[src/rtl/sdhci_timeout_timer_if.sv]
// Control/status bundle for sdhci_timeout_timer: per-channel start/stop/kick
// strobes, global pause and exponent in; per-channel active/timeout/expired out.
interface sdhci_timeout_timer_if #(
  parameter int NumChannels = 3,
  parameter int ExpWidth    = 4
);
  // No valid/ready pairs: start/stop/kick are single-cycle strobes sampled on
  // every rising clk edge; pause/exponent are levels; outputs are registered.
  logic [ExpWidth-1:0]      exponent_i;
  logic [NumChannels-1:0]   start_i;
  logic [NumChannels-1:0]   stop_i;
  logic [NumChannels-1:0]   kick_i;
  logic                     pause_i;
  logic [NumChannels-1:0]   active_o;
  logic [NumChannels-1:0]   timeout_o;
  logic [NumChannels-1:0]   expired_o;
  logic [2*NumChannels-1:0] state_dbg_o;

  modport master (
    output exponent_i, start_i, stop_i, kick_i, pause_i,
    input  active_o, timeout_o, expired_o, state_dbg_o
  );

  modport slave (
    input  exponent_i, start_i, stop_i, kick_i, pause_i,
    output active_o, timeout_o, expired_o, state_dbg_o
  );
endinterface

[src/rtl/sdhci_timeout_timer.sv]
// Bank of independent SDHCI timeout channels, each expiring after
// TimeoutDivider * 2^(13+exponent) clocks. Optional macro SDHCI_TIMEOUT_PAUSE_EN.
module sdhci_timeout_timer #(
  parameter int TimeoutDivider = 13,
  parameter int NumChannels    = 3,
  parameter int ExpWidth       = 4,
  parameter int MaxExponent    = 14
) (
  input  logic                 clk_i,
  input  logic                 rst_ni,
  sdhci_timeout_timer_if.slave bus
);
  localparam int PW = (TimeoutDivider > 1) ? $clog2(TimeoutDivider) : 1;
  localparam int TW = 13 + MaxExponent;
  localparam logic [PW-1:0] PrescLoad = PW'(TimeoutDivider - 1);

  localparam logic [1:0] StIdle    = 2'd0;
  localparam logic [1:0] StRun     = 2'd1;
  localparam logic [1:0] StExpired = 2'd2;

  // Reload value 2^E-1 with E = min(exp, Max)+13: all-ones shifted right by Max-exp.
  logic [31:0]   exp_ext;
  logic [31:0]   exp_clamp;
  logic [31:0]   shift_amt;
  logic [TW-1:0] tick_load;

  assign exp_ext   = 32'(bus.exponent_i);
  assign exp_clamp = (exp_ext > 32'(MaxExponent)) ? 32'(MaxExponent) : exp_ext;
  assign shift_amt = 32'(MaxExponent) - exp_clamp;
  assign tick_load = {TW{1'b1}} >> shift_amt;

  logic count_en;
`ifdef SDHCI_TIMEOUT_PAUSE_EN
  assign count_en = ~bus.pause_i;
`else
  logic unused_pause;
  assign unused_pause = bus.pause_i;
  assign count_en     = 1'b1;
`endif

  logic [NumChannels-1:0]   active_vec;
  logic [NumChannels-1:0]   timeout_vec;
  logic [NumChannels-1:0]   expired_vec;
  logic [2*NumChannels-1:0] state_vec;

  for (genvar c = 0; c < NumChannels; c++) begin : g_ch
    logic [1:0]    state_q, state_d;
    logic [PW-1:0] presc_q, presc_d;
    logic [TW-1:0] ticks_q, ticks_d;
    logic          pulse_q, pulse_d;

    // Priority: start > stop > kick > count/expiry.
    always_comb begin
      state_d = state_q;
      presc_d = presc_q;
      ticks_d = ticks_q;
      pulse_d = 1'b0;
      if (bus.start_i[c]) begin
        state_d = StRun;
        presc_d = PrescLoad;
        ticks_d = tick_load;
      end else if (bus.stop_i[c]) begin
        state_d = StIdle;
      end else if (state_q == StRun) begin
        if (bus.kick_i[c]) begin
          presc_d = PrescLoad;
          ticks_d = tick_load;
        end else if (count_en) begin
          if (presc_q != '0) begin
            presc_d = presc_q - PW'(1);
          end else if (ticks_q != '0) begin
            presc_d = PrescLoad;
            ticks_d = ticks_q - TW'(1);
          end else begin
            // Both counters drained: this edge completes TimeoutDivider*2^E cycles.
            state_d = StExpired;
            pulse_d = 1'b1;
          end
        end
      end
    end

    always_ff @(posedge clk_i or negedge rst_ni) begin
      if (!rst_ni) begin
        state_q <= StIdle;
        presc_q <= '0;
        ticks_q <= '0;
        pulse_q <= 1'b0;
      end else begin
        state_q <= state_d;
        presc_q <= presc_d;
        ticks_q <= ticks_d;
        pulse_q <= pulse_d;
      end
    end

    assign active_vec[c]       = (state_q == StRun);
    assign expired_vec[c]      = (state_q == StExpired);
    assign timeout_vec[c]      = pulse_q;
    assign state_vec[2*c +: 2] = state_q;
  end

  assign bus.active_o    = active_vec;
  assign bus.timeout_o   = timeout_vec;
  assign bus.expired_o   = expired_vec;
  assign bus.state_dbg_o = state_vec;
endmodule

[src/flat_wrapper.sv]
// flat-port wrapper written by rule: the top's interface ports become plain ports
module sdhci_timeout_timer_flat 
#(
  parameter int TimeoutDivider = 13,
  parameter int NumChannels    = 3,
  parameter int ExpWidth       = 4,
  parameter int MaxExponent    = 14
)
  (clk_i, rst_ni, bus_exponent_i, bus_start_i, bus_stop_i, bus_kick_i, bus_pause_i, bus_active_o, bus_timeout_o, bus_expired_o, bus_state_dbg_o);
  sdhci_timeout_timer_if #(.NumChannels(NumChannels), .ExpWidth(ExpWidth)) bus_i ();
  input  logic clk_i;
  input  logic rst_ni;
  input wire logic [$bits(bus_i.exponent_i)-1:0] bus_exponent_i;
  input wire logic [$bits(bus_i.start_i)-1:0] bus_start_i;
  input wire logic [$bits(bus_i.stop_i)-1:0] bus_stop_i;
  input wire logic [$bits(bus_i.kick_i)-1:0] bus_kick_i;
  input wire logic [$bits(bus_i.pause_i)-1:0] bus_pause_i;
  output wire logic [$bits(bus_i.active_o)-1:0] bus_active_o;
  output wire logic [$bits(bus_i.timeout_o)-1:0] bus_timeout_o;
  output wire logic [$bits(bus_i.expired_o)-1:0] bus_expired_o;
  output wire logic [$bits(bus_i.state_dbg_o)-1:0] bus_state_dbg_o;
  assign bus_i.exponent_i = bus_exponent_i;
  assign bus_i.start_i = bus_start_i;
  assign bus_i.stop_i = bus_stop_i;
  assign bus_i.kick_i = bus_kick_i;
  assign bus_i.pause_i = bus_pause_i;
  assign bus_active_o = bus_i.active_o;
  assign bus_timeout_o = bus_i.timeout_o;
  assign bus_expired_o = bus_i.expired_o;
  assign bus_state_dbg_o = bus_i.state_dbg_o;
  sdhci_timeout_timer #(.TimeoutDivider(TimeoutDivider), .NumChannels(NumChannels), .ExpWidth(ExpWidth), .MaxExponent(MaxExponent)) u_core (.clk_i(clk_i), .rst_ni(rst_ni), .bus(bus_i));
endmodule
[config.mk]
export PLATFORM = sky130hd
export DESIGN_NAME = sdhci_timeout_timer_flat
export DESIGN_NICKNAME = d
export VERILOG_FILES = /design/src/rtl/sdhci_timeout_timer_if.sv /design/src/rtl/sdhci_timeout_timer.sv /design/src/flat_wrapper.sv
export SDC_FILE = /design/constraint.sdc
export NUM_CORES = 1
export LEC_CHECK = 0
export ABC_AREA = 1
export CORE_MARGIN = 2
export CORE_UTILIZATION = 45
export DETAILED_ROUTE_END_ITERATION = 7
export GPL_TIMING_DRIVEN = 0
export REMOVE_ABC_BUFFERS = 1
export SYNTH_ARGS = -nofsm -noshare
export SYNTH_HDL_FRONTEND = slang
export SYNTH_SLANG_ARGS = --single-unit
[constraint.sdc]
create_clock -name clk_i -period 3.6 [get_ports clk_i]
set_clock_uncertainty 0.15 [all_clocks]
set_input_delay 0.72 -clock clk_i [delete_from_list [all_inputs] [get_ports clk_i]]
set_output_delay 0.72 -clock clk_i [all_outputs]
set_load 0.005 [all_outputs]
==> metrics.cfg <==
[cts]
root_buffer = clkbuf_16
cts_setup_buffers = 0
htree_levels = 3
path_clk_slew_ns = 0.08
cts_sinks = 102
clockBufferDepth = 2
cts_buffers = 9
clk_latency_ns = 0.36
cts_tree = yes

[setup_path]
r2r_slack_ns = 1.02
arrival_ns = 3.40
path_max_fanout = 32
cp.required_ns = 3.74
end_kind = register
r2r_cells = 10
critical_path_class = in2reg
startpoint_type = primary input

[grt]
grt_max_degree = 56
antenna_found_initial = 0
met3_usage = 0.0341
met2_usage = 0.369
first_global_vias = 6561
use_met1 = 0.304
grt-busiest-layer = met2
grt_util_all_layers = 0.224
grt_overflow = 0
grt_pass1_wl_um = 32300

[timing]
fmax_mhz = 307
fin_crit_sh = 0.905
tightest_slew_ns = 0.732
maxSlewViolCount = 0
fin_crit_ns = 3.26
whs_ns = 0.246
setup_tns_ns = 0
rsz0062_at_grt = no
finalSetupViolCount = 0
hold_viol = 0
maxSlewHeadroom = 0.512

[cells_and_area]
multiInputGateArea_mm2 = 0.00422
fillers = 1744
areaGrowthSynthToFinish_pct = 9.23
drive_gt1_frac = 0.0470
layout.nets = 1233
ff_latch_area_mm2 = 0.00255
antennaDiodeCount = 0

[floorplanning]
rows = 47
core_mm2 = 0.0163
pin_count = 31
start_util = 0.455
dieHeight_um = 133
die_area_mm2 = 0.0176
die_w_um = 133

[drt]
vias = 7171
drtAntennaViolNets = 0
wl_per_cell_um = 13.3
dr.pass1.iters = 5
via_per_inst = 5.00
drtIter0Drc = 533
post-route-drc-count = 0
wl_um = 19100

[synth]
synth_top_family_by_area = simple AND/OR/NAND/NOR gates
ys_seq_area_frac = 0.343
synth_mux_area_frac = 0
synth_compound_area_frac = 0.0795
yosysMostFrequentCell = nand2_1
synth_area_leaders = dfrtp_1 (34%), nand2_1 (23%), nor2_1 (9.2%), nand3_1 (6.7%), inv_1 (5.9%)
synthCells = 1199
synth_xor_area_frac = 0.0165
synth_cell_types = 36
synth.avg_cell_area_um2 = 6.21
syn_area_mm2 = 0.00744
dominantRegCellSynth = dfrtp_1
synthAdderAreaFrac = 0.0134
synth_edf_count = 0
ys_seq_elements = 102
synthTopCellsByCount = nand2_1 (452), nor2_1 (182), inv_1 (117)
synth_area_leader_cell = dfrtp_1
yosysTopAreaCellShare = 0.343
synthArstFlopShare = 1.00
ys.warnings.count = 0
yosys.area_share.simple = 0.456

[run_status]
outcome = complete, no violations

[power_and_ir_drop]
p_leak_nw = 3.99
power_density_mw_per_mm2 = 433
vdd_drop_max_v = 0.000246

[run]
max_cap_violations = 0

[placement]
dp_hpwl_um = 13700
portBuffers = 29
gp_congestion = 0.916

[min_path]
worst_hold_path_type = in2async

==> cells in the final DEF (no fill, tap or decap), types with 3 or more instances in the layout <==
cell,synthesis,routed
xor2_1,6,6
inv_1,117,116
nor4_1,5,5
nand3_1,100,100
nand3b_1,6,6
nand2_2,4,5
nor3_1,4,4
o21ai_0,67,67
inv_2,7,6
nor2_4,5,5
nor2_1,182,182
clkbuf_16,0,9
dfrtp_1,102,102
clkdlybuf4s50_1,0,28
nand4_1,22,22
nand3_2,4,3
o21bai_1,3,3
nor2_2,11,11
ha_1,8,8
xnor2_1,8,8
or2_2,3,3
a21oi_1,20,20
o21ai_1,21,21
nand2_1,452,451
==> layout make-up <==
| cell class | count | area share |
|---|---|---|
| Timing Repair inverter | 1 | 0.000616 |
| Sequential cell | 102 | 0.314 |
| Multi-Input combinational cell | 941 | 0.519 |
| Inverter | 124 | 0.0580 |
| Tap cell | 220 | 0.0339 |
| Clock inverter | 3 | 0.00539 |
| Clock buffer | 12 | 0.0303 |
| Timing Repair Buffer | 30 | 0.0388 |
==> per-stage QoR <==
stage          power [W]  cell area (µm²)   util  setup WS, ns  std cells
6_report         0.00352             8130  0.497         0.344       1433
5_1_grt          0.00379             8130  0.497        0.0851       1433
4_1_cts          0.00356             8120  0.497        0.0697       1433
3_5_place_dp     0.00253             7820  0.478        -0.844       1417
3_3_place_gp     0.00251             7790  0.477         -2.53       1416
2_1_floorplan    0.00224             7230      -         0.814       1167
==> metal layers <==
metal	part of all wire	vias up
met4	0.020	0
met3	0.032	26
li1	-	3800
met2	0.46	119
met1	0.49	3226
met5	0	-
==> final timing paths <==
path | from | to
worst max-delay path | bus_kick_i[1] | u_core.g_ch[1].ticks_q[5]$_DFFE_PN0P_
worst min-delay path | rst_ni | u_core.g_ch[2].ticks_q[26]$_DFFE_PN0P_
worst max register to register | u_core.g_ch[2].presc_q[0]$_DFFE_PN0P_ | u_core.g_ch[2].ticks_q[2]$_DFFE_PN0P_
worst min register to register | u_core.g_ch[2].ticks_q[1]$_DFFE_PN0P_ | u_core.g_ch[2].ticks_q[1]$_DFFE_PN0P_
max in group asynchronous | rst_ni | u_core.g_ch[1].ticks_q[19]$_DFFE_PN0P_
min in group clk_i | u_core.g_ch[2].ticks_q[1]$_DFFE_PN0P_ | u_core.g_ch[2].ticks_q[1]$_DFFE_PN0P_
==> cells by family after synthesis <==
| family | count (synthesis) |
|---|---|
| buf+inv | 156 |
| flops | 102 |
| xor+xnor | 14 |
| compound gates | 115 |
| simple gates | 804 |
| fa+ha+maj | 8 |
==> critical path, cell delays in order <==
cell and delay (ns):
clkdlybuf4s50_1 0.57, inv_1 0.09, nand2_2 0.42, clkinvlp_4 0.43, nand2_1 0.26, nand3_4 0.35
inv_4 0.35, nand3_1 0.11, nand2_1 0.08
==> power by group <==
part	total (W)	switching (W)	leakage [nW]	internal [W]
registers	0.00156	0.000224	1.22	0.00134
logic	0.000950	0.000616	2.63	0.000333
clock network	0.00101	0.000453	0.143	0.000558
==> flip-flops by register name (all words and copies together) (netlist names) <==
signal / flops
u_core.g_ch.pulse_q: 3
u_core.g_ch.ticks_q: 81
u_core.g_ch.state_q: 6
u_core.g_ch.presc_q: 12
==> timing repair <==
item	CTS	global route
hold buffers	0	0
setup endpoints to repair	27	22
cloned	1	0
resized for setup	3	1
Note: power is estimated with default switching activity, not from simulation.
